===== src/rtl/lsu_pkg.sv =====
// Shared definitions for the load/store memory port.
// Holds the access-size encodings, the FSM state encoding and the alignment helpers.
package lsu_pkg;

  localparam int unsigned XLEN = 32;

  localparam logic [1:0] SZ_BYTE = 2'b00;
  localparam logic [1:0] SZ_HALF = 2'b01;
  localparam logic [1:0] SZ_WORD = 2'b10;

  typedef enum logic [2:0] {
    ST_IDLE  = 3'd0,
    ST_READ  = 3'd1,
    ST_WAIT  = 3'd2,
    ST_WRITE = 3'd3,
    ST_RESP  = 3'd4
  } state_t;

  // True when the byte offset is illegal for the (normalised) access size.
  function automatic logic is_misaligned(input logic [1:0] size, input logic [1:0] off);
    case (size)
      SZ_BYTE: return 1'b0;
      SZ_HALF: return off[0];
      default: return (off != 2'b00);
    endcase
  endfunction

  // Offset after forcing natural alignment for the access size.
  function automatic logic [1:0] align_off(input logic [1:0] size, input logic [1:0] off);
    case (size)
      SZ_BYTE: return off;
      SZ_HALF: return {off[1], 1'b0};
      default: return 2'b00;
    endcase
  endfunction

endpackage


===== src/rtl/lsu_lane_align.sv =====
// Byte-lane steering between 32-bit memory words and RV32I sub-word accesses.
// Ports:
//   i_rd       word read from memory
//   i_off      byte offset inside the word (already naturally aligned)
//   i_size     access size (SZ_BYTE / SZ_HALF / word)
//   i_unsigned zero-extend loads instead of sign-extend
//   i_wdata    right-aligned store data
//   o_ld_data  extracted and extended load result
//   o_st_data  i_rd with the store data merged into the addressed lane(s)
module lsu_lane_align
  import lsu_pkg::*;
(
  input  logic [31:0] i_rd,
  input  logic [1:0]  i_off,
  input  logic [1:0]  i_size,
  input  logic        i_unsigned,
  input  logic [31:0] i_wdata,
  output logic [31:0] o_ld_data,
  output logic [31:0] o_st_data
);

  logic [31:0] w_shift;
  logic [31:0] w_mask;
  logic [31:0] w_rep;

  // Load path: bring the addressed lane down to bit 0, then extend.
  always_comb begin
    w_shift   = i_rd >> {i_off, 3'b000};
    o_ld_data = i_rd;
    case (i_size)
      SZ_BYTE: o_ld_data = i_unsigned ? {24'h000000, w_shift[7:0]}
                                      : {{24{w_shift[7]}}, w_shift[7:0]};
      SZ_HALF: o_ld_data = i_unsigned ? {16'h0000, w_shift[15:0]}
                                      : {{16{w_shift[15]}}, w_shift[15:0]};
      default: o_ld_data = i_rd;
    endcase
  end

  // Store path: replicate the data across lanes and splice it in under a lane mask.
  always_comb begin
    w_mask    = 32'hFFFF_FFFF;
    w_rep     = i_wdata;
    case (i_size)
      SZ_BYTE: begin
        w_mask = 32'h0000_00FF << {i_off, 3'b000};
        w_rep  = {4{i_wdata[7:0]}};
      end
      SZ_HALF: begin
        w_mask = 32'h0000_FFFF << {i_off[1], 4'b0000};
        w_rep  = {2{i_wdata[15:0]}};
      end
      default: begin
        w_mask = 32'hFFFF_FFFF;
        w_rep  = i_wdata;
      end
    endcase
    o_st_data = (i_rd & ~w_mask) | (w_rep & w_mask);
  end

endmodule


===== src/rtl/lsu_mem_port.sv =====
// Load/store initiator driving a single-port, word-wide BRAM with registered read data.
// Sub-word stores are done as read-modify-write; one request in flight at a time.
// Optional build macro: MISALIGN_TRAP_EN -- misaligned requests return resp_err without
// touching memory; when undefined, misaligned addresses are force-aligned and resp_err is 0.
// Ports:
//   clk, rst                    clock and asynchronous active-high reset
//   req_valid/req_ready         request handshake (ready only while idle)
//   req_we/size/unsigned/addr/wdata  latched request fields
//   resp_valid/rdata/err        one-cycle completion pulse with load data / error flag
//   mem_a/mem_wd/mem_we/mem_rd  memory port
module lsu_mem_port
  import lsu_pkg::*;
#(
  parameter  int unsigned N  = 1024,
  localparam int unsigned AW = $clog2(N)
) (
  input  logic          clk,
  input  logic          rst,
  input  logic          req_valid,
  output logic          req_ready,
  input  logic          req_we,
  input  logic [1:0]    req_size,
  input  logic          req_unsigned,
  input  logic [31:0]   req_addr,
  input  logic [31:0]   req_wdata,
  output logic          resp_valid,
  output logic [31:0]   resp_rdata,
  output logic          resp_err,
  output logic [AW-1:0] mem_a,
  output logic [31:0]   mem_wd,
  output logic          mem_we,
  input  logic [31:0]   mem_rd
);

  state_t        r_state;
  logic          r_we;
  logic [1:0]    r_size;
  logic          r_uns;
  logic [1:0]    r_off;
  logic [31:0]   r_wdata;
  logic [AW-1:0] r_mem_a;
  logic [31:0]   r_mem_wd;
  logic          r_resp_valid;
  logic [31:0]   r_resp_rdata;
  logic          r_resp_err;

  logic          w_hs;
  logic [1:0]    w_size_n;
  logic          w_word_st;
  logic          w_trap;
  logic [1:0]    w_off_eff;
  logic [31:0]   w_ld_data;
  logic [31:0]   w_st_merged;
  logic          w_unused;

  // Size 2'b11 behaves exactly like a word access.
  assign w_size_n  = req_size[1] ? SZ_WORD : req_size;
  assign w_hs      = req_valid && (r_state == ST_IDLE);
  assign w_word_st = req_we && (w_size_n == SZ_WORD);

`ifdef MISALIGN_TRAP_EN
  assign w_trap    = is_misaligned(w_size_n, req_addr[1:0]);
  assign w_off_eff = req_addr[1:0];
`else
  assign w_trap    = 1'b0;
  assign w_off_eff = align_off(w_size_n, req_addr[1:0]);
`endif

  // Address bits above the memory depth are don't-care.
  assign w_unused = ^req_addr[31:AW+2];

  lsu_lane_align u_align (
    .i_rd       (mem_rd),
    .i_off      (r_off),
    .i_size     (r_size),
    .i_unsigned (r_uns),
    .i_wdata    (r_wdata),
    .o_ld_data  (w_ld_data),
    .o_st_data  (w_st_merged)
  );

  // Request FSM with registered memory-side and response-side outputs.
  always_ff @(posedge clk or posedge rst) begin
    if (rst) begin
      r_state      <= ST_IDLE;
      r_we         <= 1'b0;
      r_size       <= SZ_BYTE;
      r_uns        <= 1'b0;
      r_off        <= 2'b00;
      r_wdata      <= 32'h0;
      r_mem_a      <= '0;
      r_mem_wd     <= 32'h0;
      r_resp_valid <= 1'b0;
      r_resp_rdata <= 32'h0;
      r_resp_err   <= 1'b0;
    end else begin
      r_resp_valid <= 1'b0;
      r_resp_err   <= 1'b0;
      case (r_state)
        ST_IDLE: begin
          if (w_hs) begin
            r_we    <= req_we;
            r_size  <= w_size_n;
            r_uns   <= req_unsigned;
            r_off   <= w_off_eff;
            r_wdata <= req_wdata;
            r_mem_a <= req_addr[AW+1:2];
            if (w_trap) begin
              r_state      <= ST_RESP;
              r_resp_valid <= 1'b1;
              r_resp_err   <= 1'b1;
              r_resp_rdata <= 32'h0;
            end else if (w_word_st) begin
              r_state  <= ST_WRITE;
              r_mem_wd <= req_wdata;
            end else begin
              r_state <= ST_READ;
            end
          end
        end
        ST_READ: r_state <= ST_WAIT;
        // mem_rd now reflects the word addressed during READ.
        ST_WAIT: begin
          if (r_we) begin
            r_mem_wd <= w_st_merged;
            r_state  <= ST_WRITE;
          end else begin
            r_resp_rdata <= w_ld_data;
            r_resp_valid <= 1'b1;
            r_state      <= ST_RESP;
          end
        end
        ST_WRITE: begin
          r_resp_rdata <= 32'h0;
          r_resp_valid <= 1'b1;
          r_state      <= ST_RESP;
        end
        ST_RESP: r_state <= ST_IDLE;
        default: r_state <= ST_IDLE;
      endcase
    end
  end

  assign req_ready  = (r_state == ST_IDLE);
  assign mem_we     = (r_state == ST_WRITE);
  assign mem_a      = r_mem_a;
  assign mem_wd     = r_mem_wd;
  assign resp_valid = r_resp_valid;
  assign resp_rdata = r_resp_rdata;
  assign resp_err   = r_resp_err;

endmodule


===== config.mk =====
export PLATFORM = sky130hd
export DESIGN_NAME = lsu_mem_port
export DESIGN_NICKNAME = d
export VERILOG_FILES = /design/src/rtl/lsu_pkg.sv /design/src/rtl/lsu_lane_align.sv /design/src/rtl/lsu_mem_port.sv
export SDC_FILE = /design/constraint.sdc
export NUM_CORES = 1
export LEC_CHECK = 0
export CAP_MARGIN = 20
export CORE_MARGIN = 8
export CORE_UTILIZATION = 42
export CTS_CLUSTER_DIAMETER = 100
export DETAILED_ROUTE_END_ITERATION = 10
export HOLD_SLACK_MARGIN = 0.03
export PLACE_DENSITY = 0.74
export SYNTH_ARGS = -nofsm -noshare
export SYNTH_HDL_FRONTEND = slang
export SYNTH_SLANG_ARGS = --single-unit

===== constraint.sdc =====
create_clock -name clk -period 3.1 [get_ports clk]
set_input_delay 0.31 -clock clk [delete_from_list [all_inputs] [get_ports clk]]
set_output_delay 0.31 -clock clk [all_outputs]
set_load 0.03 [all_outputs]

==> flow_metrics.py, run 1 <==
metrics = {
    "grt": {
        "grt.total_usage_pct": 22.9,
        "antenna_found_initial": 0,
        "busiest_layer": "met2",
        "met1_usage_pct": 29.3,
        "met2_usage_pct": 35.1,
        "overflow": 0,
        "use_met3_pct": 8.12,
        "grt_max_degree": 65,
        "grt_pass1_wl_mm": 31.6,
        "grt_pass1_vias": 5562,
    },
    "clocking": {
        "clkTransAtPathRegs_ns": 0.05,
        "clock_latency_ns": 0.42,
        "post_cts_buffers": 0,
        "cts.sinks": 116,
        "cts.path.max_buffers": 2,
        "postCtsHoldBufs": 0,
        "cts_buffers": 17,
        "cts.repair.resized": 0,
        "htreeDepth": 4,
        "cts_tree": "yes",
        "root_buffer": "clkbuf_16",
    },
    "timing": {
        "hold_viol_final": 0,
        "tightest_slew_ns": 0.839,
        "skew_ns": 0.00693,
        "period_share_pct": 81.7,
        "setup_viol": 0,
        "fin_ws_ns": 0.567,
        "slew_headroom_pct": 44.1,
        "clock.fmax_ghz": 0.395,
        "fin_tns_setup_ns": 0,
        "fin_crit_ns": 2.53,
        "rsz0062_at_grt": "false",
        "slew_viol_final": 0,
    },
    "power_and_ir_drop": {
        "leakagePower_uw": 0.00353,
        "peakVddDrop_mv": 0.697,
        "total_power_uw": 9520,
        "p_per_area_nw_per_um2": 1180,
    },
    "floorplanning": {
        "initial_utilization_pct": 42.9,
        "placementRows": 42,
        "core_um2": 13200,
        "die_h_um": 132,
        "dieArea_um2": 17500,
        "chipWidth_um": 132,
        "top_level_ports": 181,
    },
    "synthesis": {
        "ys_ff_latch": 116,
        "synthesis.nets": 688,
        "yosysSeqAreaShare_pct": 51.1,
        "async_flop_share_pct": 100,
        "syn_area_per_cell_um2": 9.72,
        "synth_most_common_cell": "nand2_1",
        "synth_edf_count": 0,
        "syn_area_um2": 5690,
        "synth-main-ff-cell": "dfrtp_1",
        "yosys.area.top_type_share_pct": 51.1,
        "synth_largest_area_cell": "dfrtp_1",
        "ys_top_cells_by_count": "165 x nand2_1, 116 x dfrtp_1, 33 x clkbuf_1, 31 x o211ai_1, 25 x nand3_1",
        "ys_types": 45,
        "synth.area.top_cells": "dfrtp_1 51%, nand2_1 11%, mux2_2 4.8%",
        "yosysWarnings": 0,
        "syn_inst": 585,
    },
    "critical_path": {
        "arrival_ns": 2.88,
        "cp.required_ns": 3.45,
        "reg2reg_slack_ns": 0.57,
        "start_kind": "flip-flop",
        "critical_path_class": "flip-flop to flip-flop",
        "cp-end-kind": "flip-flop",
        "crit_fanout": 22,
    },
    "routing": {
        "routed_wl_mm": 19.9,
        "drtIter0Drc": 479,
        "drcViolationCount": 0,
        "ant_nets": 0,
        "wl_per_cell_um": 21.5,
        "dr.pass1.iters": 6,
        "vias": 5394,
        "via_per_inst": 5.84,
    },
    "finish": {
        "synthToLayoutAreaGrowth_pct": 41.4,
        "seq_area_um2": 2900,
        "multi_input_area_um2": 2590,
        "finalNonFillerCells": 924,
        "n_antenna_cell": 0,
        "drive_gt1_share_pct": 10.3,
        "layout.nets": 841,
        "fill_cells": 1142,
    },
    "job": {
        "cap_viol_max_count": 0,
    },
    "placement": {
        "post-place-ws_ns": 0.643,
        "dp_cells": 895,
        "place_congestion": 0.906,
        "place_hpwl_mm": 14.5,
        "portBuffers": 159,
    },
    "worst_hold_path": {
        "worstHoldPathType": "input port to async pin",
    },
    "outcome": {
        "status": "completed",
    },
}
## final timing paths
| kind | startpoint | end | cells past startpoint |
|---|---|---|---|
| max in group asynchronous | rst | r_wdata[25] | 3 |
| min reg2reg | mem_a[5] | mem_a[5] | 2 |
| min in group clk | req_addr[7] | mem_a[5] | 3 |
| max | r_off[0] | resp_rdata[19] | 5 |
| max reg2reg | r_off[0] | resp_rdata[19] | 5 |
| min | rst | mem_wd[10] | 2 |
## sequential cells by signal, indices dropped and copies added, names as in the netlist
register and cells:
r_we 1, resp_rdata 32, r_size 2, r_off 2
resp_valid 1, r_wdata 32, r_uns 1, mem_wd 32
r_state 3, mem_a 10
## layout make-up
cell class | count | area share [%]
repair buffers | 176 | 21.5
flip-flops and latches | 116 | 36.1
multi-input cells | 420 | 32.2
inverters | 7 | 0.374
well taps | 176 | 2.74
clock buffers | 24 | 6.12
clock inverters | 5 | 0.934
## kinds of logic after synthesis
| kind of cell | count (synthesis) | share of synthesized area (%) |
|---|---|---|
| AO/OA/AOI/OAI | 141 | 18.9 |
| multiplexers | 49 | 9.37 |
| AND/OR/NAND/NOR | 229 | 17.1 |
| flip-flops | 116 | 51.1 |
| buffers and inverters | 49 | 3.52 |
| other | 1 | 0.0660 |
## power breakdown
group	internal (µW)	switching, µW
Combinational	2000	2760
Sequential	2220	648
Clock	1250	646
Total	5460	4050
## per-stage QoR
stage          instance area, µm²  utilization, %  hold slack (ns)
2_1_floorplan                5690               -            0.415
3_3_place_gp                 7470            56.4            0.453
3_5_place_dp                 7470            56.4            0.460
4_1_cts                      8040            60.7            0.187
5_1_grt                      8040            60.7            0.204
6_report                     8040            60.7            0.186
## cells in the final DEF, fill, tap and decap left out, drive strengths merged, types with 2 or more instances in the layout
master	Yosys	final
nand2	165	165
clkdlybuf4s50	0	159
dfrtp	116	116
o211ai	31	31
nand3	25	25
mux2	24	24
mux2i	24	24
clkbuf	33	24
a22oi	23	23
a221o	17	17
buf	9	17
a21oi	16	16
o22ai	14	14
o21ai	13	13
nor2	12	12
nor3	9	9
a211o	8	8
a222oi	7	7
a211oi	7	7
clkinv	2	5
inv	5	4
nand3b	3	3
nand2b	2	2
nand4b	2	2
bufinv	0	2
nor3b	2	2
## worst max-delay path, cell delays in order (launching register included)
cell and delay, ns:
dfrtp_1 0.81, nor2b_1 0.57, a22oi_1 0.26, a2111oi_4 0.40
buf_4 0.27, a221o_1 0.15
## layer usage
metal	part of all wire [%]	wire length, µm
met5	0.20	39
met4	1.6	318
met3	9.4	1870
met2	46	9160
met1	43	8490
Note: power is estimated with default switching activity, not from simulation.
==> inputs of run 2 (changes only) <==
clock period = 2.1 ns   (was 3.1 ns; I/O delays follow)
==> flow_metrics.py, run 2 (synthesis gave the netlist of run 1 again) <==
metrics = {
    "outcome": {
        "status": "completed",
    },
    "floorplanning": {
        "die_h_um": 132,
        "dieArea_um2": 17500,
        "top_level_ports": 181,
        "chipWidth_um": 132,
        "core_um2": 13200,
        "initial_utilization_pct": 42.9,
        "placementRows": 42,
    },
    "critical_path": {
        "reg2reg_slack_ns": 0.18,
        "arrival_ns": 2.25,
        "cp-end-kind": "flip-flop",
        "reg2reg_depth": 5,
        "cp_slowest_cell": "or3b_1",
        "cp.required_ns": 2.43,
        "critical_path_class": "flip-flop to flip-flop",
        "crit_chain": "or3b_1 > buf_4 > nor3_1 > nand2_1 > o211ai_1",
        "r2r_end": "resp_rdata[9]",
        "slowest_delay_ns": 0.40,
        "crit_buf_inv": 1,
        "crit_fanout": 29,
        "start_kind": "flip-flop",
        "r2r_start": "r_state[0]",
        "critPathTopFamily": "simple AND/OR/NAND/NOR gates",
    },
    "timing": {
        "skew_ns": 0.00589,
        "slew_viol_final": 0,
        "hold_viol_final": 0,
        "clock.fmax_ghz": 0.521,
        "fin_ws_ns": 0.179,
        "tightest_slew_ns": 0.657,
        "rsz0062_at_grt": "false",
        "fin_crit_ns": 1.92,
        "period_share_pct": 91.5,
        "slew_headroom_pct": 56.2,
        "setup_viol": 0,
    },
    "grt": {
        "overflow": 0,
        "grt_pass1_vias": 5614,
        "grt.total_usage_pct": 22.8,
        "grt_pass1_wl_mm": 31.4,
        "grt_max_degree": 63,
        "antenna_found_initial": 0,
    },
    "clocking": {
        "htreeDepth": 4,
        "root_buffer": "clkbuf_16",
        "clkTransAtPathRegs_ns": 0.05,
        "cts.path.max_buffers": 2,
        "clock_latency_ns": 0.42,
        "cts_buffers": 17,
        "cts_tree": "yes",
        "cts.sinks": 116,
    },
    "power_and_ir_drop": {
        "peakVddDrop_mv": 0.906,
        "total_power_uw": 14500,
        "p_per_area_nw_per_um2": 1750,
        "leakagePower_uw": 0.00368,
    },
    "finish": {
        "fill_cells": 1100,
        "synthToLayoutAreaGrowth_pct": 46.0,
        "drive_gt1_share_pct": 13.2,
        "n_antenna_cell": 0,
        "layout.nets": 864,
        "final_cell_mix": "165 x nand2_1, 157 x clkdlybuf4s50_1, 116 x dfrtp_1",
        "layout_commonest_cell": "nand2_1",
    },
    "placement": {
        "post-place-ws_ns": -0.164,
        "portBuffers": 159,
        "place_congestion": 0.879,
        "place_hpwl_mm": 14.7,
    },
    "routing": {
        "wl_per_cell_um": 21.0,
        "routed_wl_mm": 19.8,
        "vias": 5429,
        "drtIter0Drc": 539,
        "ant_nets": 0,
        "drcViolationCount": 0,
        "dr.pass1.iters": 5,
        "via_per_inst": 5.74,
    },
    "worst_hold_path": {
        "worstHoldPathType": "input port to async pin",
    },
    "job": {
        "cap_viol_max_count": 0,
    },
}
## run 2: changes by cell type in the layout (fill, tap and decap cells not counted)
cell             delta
buf_4              +18
and2_1              -1
clkinv_2            -1
and2_2              +1
buf_12              +5
bufinv_16           +1
nor3_1              -1
nor3_2              +1
clkdlybuf4s50_1     -2
clkbuf_1            -1
dlygate4sd2_1       +2
## run 2: layout make-up
class,instances,area [µm²],share of cell area (%)
Multi-Input combinational cell,420,2590,31.2
Timing Repair Buffer,199,1960,23.7
Inverter,7,30.0,0.362
Tap cell,176,220,2.65
Clock buffer,23,488,5.88
Clock inverter,5,100,1.21
Sequential cell,116,2900,35.0
## run 2: timing repair
item,CTS,global route
resized for setup,2,0
pin swaps,1,1
setup buffers,1,1
hold buffers,0,0
setup endpoints to repair,18,7
## run 2: metal layers
layer,GRT usage (%),part of all wire [%]
met5,0,0
met4,9.02,2.0
met3,7.70,9.9
met2,32.8,43
met1,30.9,45
## run 2: report_power, final
| group | total, µW | switching (µW) | internal (µW) |
|---|---|---|---|
| Combinational | 7580 | 4350 | 3230 |
| Clock | 2890 | 939 | 1960 |
| Sequential | 4060 | 780 | 3280 |
| Total | 14500 | 6070 | 8470 |
## run 2: worst max path at each step
| stage | from | endpoint | slack [ns] | depth (start not counted) |
|---|---|---|---|---|
| floorplan | r_state[1] | r_size[0] | 0.12 | 7 |
| global placement | mem_rd[7] | resp_rdata[24] | -0.07 | 5 |
| detailed placement | mem_rd[7] | resp_rdata[21] | -0.16 | 5 |
| CTS | r_state[0] | resp_rdata[9] | 0.12 | 5 |
| global route | r_state[0] | resp_rdata[12] | 0.05 | 5 |
| finish | r_state[0] | resp_rdata[9] | 0.18 | 5 |
## run 2: per-stage QoR
stage               setup TNS [ns]  area, µm²  hold slack [ns]  utilization [%]  instances
floorplan                        0       5690            0.315                -        585
global placement             -1.11       7680            0.455             58.0        916
detailed placement           -2.39       7680            0.462             58.0        916
CTS                              0       8290            0.268             62.6        945
global route                     0       8300            0.306             62.7        946
finish                           0       8300            0.265             62.7        946
## run 2: worst min-delay path, delay by kind of cell
family,cells,cell delay [ns]
buffers and inverters,3,0.85
==> inputs of run 3 (changes only) <==
--- a/config.mk
+++ b/config.mk
@@ -8,3 +8,3 @@
 export CAP_MARGIN = 20
-export CORE_MARGIN = 8
+export CORE_MARGIN = 1
 export CORE_UTILIZATION = 42
--- a/constraint.sdc
+++ b/constraint.sdc
@@ -3,2 +3,2 @@
 set_output_delay 0.21 -clock clk [all_outputs]
-set_load 0.03 [all_outputs]
+set_load 0.005 [all_outputs]
==> flow_metrics.py, run 3 (synthesis gave the netlist of run 1 again) <==
metrics = {
    "outcome": {
        "status": "completed",
    },
    "timing": {
        "clock.fmax_ghz": 0.494,
        "fin_tns_setup_ns": 0,
        "fin_crit_ns": 2.02,
        "tightest_slew_ns": 0.616,
        "fin_ws_ns": 0.0771,
        "rsz0062_at_grt": "false",
        "setup_viol": 0,
        "slew_headroom_pct": 59.0,
        "period_share_pct": 96.3,
        "slew_viol_final": 0,
        "skew_ns": 0.00693,
        "hold_viol_final": 0,
    },
    "placement": {
        "place_congestion": 0.929,
        "post-place-ws_ns": -0.265,
        "portBuffers": 159,
        "place_hpwl_mm": 13.5,
    },
    "worst_hold_path": {
        "worstHoldPathType": "input port to flip-flop",
    },
    "floorplanning": {
        "dieArea_um2": 14000,
        "initial_utilization_pct": 42.9,
        "chipWidth_um": 118,
        "placementRows": 42,
        "top_level_ports": 181,
        "die_h_um": 118,
        "core_um2": 13200,
    },
    "finish": {
        "multi_input_area_um2": 2590,
        "fill_cells": 1114,
        "drive_gt1_share_pct": 13.8,
        "layout_commonest_cell": "nand2_1",
        "final_cell_mix": "165 x nand2_1, 159 x clkdlybuf4s50_1, 116 x dfrtp_1",
        "synthToLayoutAreaGrowth_pct": 46.1,
        "seq_area_um2": 2900,
        "layout.nets": 867,
    },
    "critical_path": {
        "start_kind": "flip-flop",
        "crit_fanout": 7,
        "cp-end-kind": "primary output",
        "reg2reg_slack_ns": 0.12,
        "critical_path_class": "flip-flop to primary output",
        "arrival_ns": 1.81,
        "cp.required_ns": 1.89,
    },
    "grt": {
        "grt.total_usage_pct": 28.0,
        "grt_max_degree": 117,
        "grt_pass1_vias": 5403,
        "overflow": 0,
        "antenna_found_initial": 1,
        "grt_pass1_wl_mm": 29.6,
    },
    "power_and_ir_drop": {
        "peakVddDrop_mv": 0.770,
        "p_per_area_nw_per_um2": 1590,
        "total_power_uw": 13200,
        "leakagePower_uw": 0.00369,
    },
    "routing": {
        "drcViolationCount": 0,
        "dr.pass1.iters": 5,
        "vias": 5497,
        "drtIter0Drc": 501,
        "via_per_inst": 5.76,
        "wl_per_cell_um": 19.8,
        "routed_wl_mm": 18.9,
        "ant_nets": 0,
    },
    "clocking": {
        "clkTransAtPathRegs_ns": 0.05,
        "cts.path.max_buffers": 2,
        "cts_buffers": 17,
        "clock_latency_ns": 0.42,
        "cts_tree": "yes",
        "cts.sinks": 116,
        "root_buffer": "clkbuf_16",
        "htreeDepth": 4,
        "postCtsHoldBufs": 0,
    },
    "job": {
        "cap_viol_max_count": 0,
    },
}
-- run 3: cell count changes in the layout (fill, tap and decap cells not counted), sizes merged, moves of 2 or more --
cell and delta:
buf +3, dlygate4sd2 -2, clkinv +4, clkdlybuf4s50 +2
-- run 3: area by class of cell --
cell class	count	area share (%)
antenna	1	0.0301
clock buffer	23	5.87
clock inverter	9	1.22
tap	176	2.65
sequential	116	34.9
multi-input combinational	420	31.1
inverter	7	0.361
timing repair buffer	202	23.8
-- run 3: worst paths after layout --
kind	from	end	cells after the start
min in group asynchronous	rst	mem_wd[16]	3
worst max register to register	r_state[0]	resp_rdata[9]	5
max in group asynchronous	rst	resp_rdata[29]	3
worst min register to register	r_wdata[29]	r_wdata[29]	2
worst min-delay path	req_addr[5]	mem_a[3]	3
worst max-delay path	r_state[0]	req_ready	4
-- run 3: metal layers --
metal	wire [µm]	track usage, %
met1	8140	37.7
met5	0	0
met4	556	12.0
met3	1520	6.61
met2	8660	43.2
-- run 3: through the flow --
step	hold WS, ns	instances	area (µm²)	util (%)
after CTS	0.313	953	8310	62.7
after global placement	0.453	919	7700	58.2
after detailed placement	0.462	919	7700	58.2
after floorplan	0.315	585	5690	-
after global routing	0.324	953	8310	62.7
final	0.317	954	8310	62.7
-- run 3: power breakdown --
part / switching, µW / total [µW] / internal, µW
combinational: 3010 / 6260 / 3250
clock: 1020 / 2880 / 1860
sequential: 793 / 4070 / 3280
-- run 3: critical path, cell delays in order (launching register included) --
cell             delay [ns]
dfrtp_1                0.37
buf_4                  0.15
nor3_1                 0.18
buf_4                  0.18
clkdlybuf4s50_1        0.52
-- run 3: repair_timing --
action,CTS,global route
buffers inserted,2,0
gates cloned,0,0
endpoints found under the setup margin,16,2
gates resized for setup,0,0
pin swaps,1,1
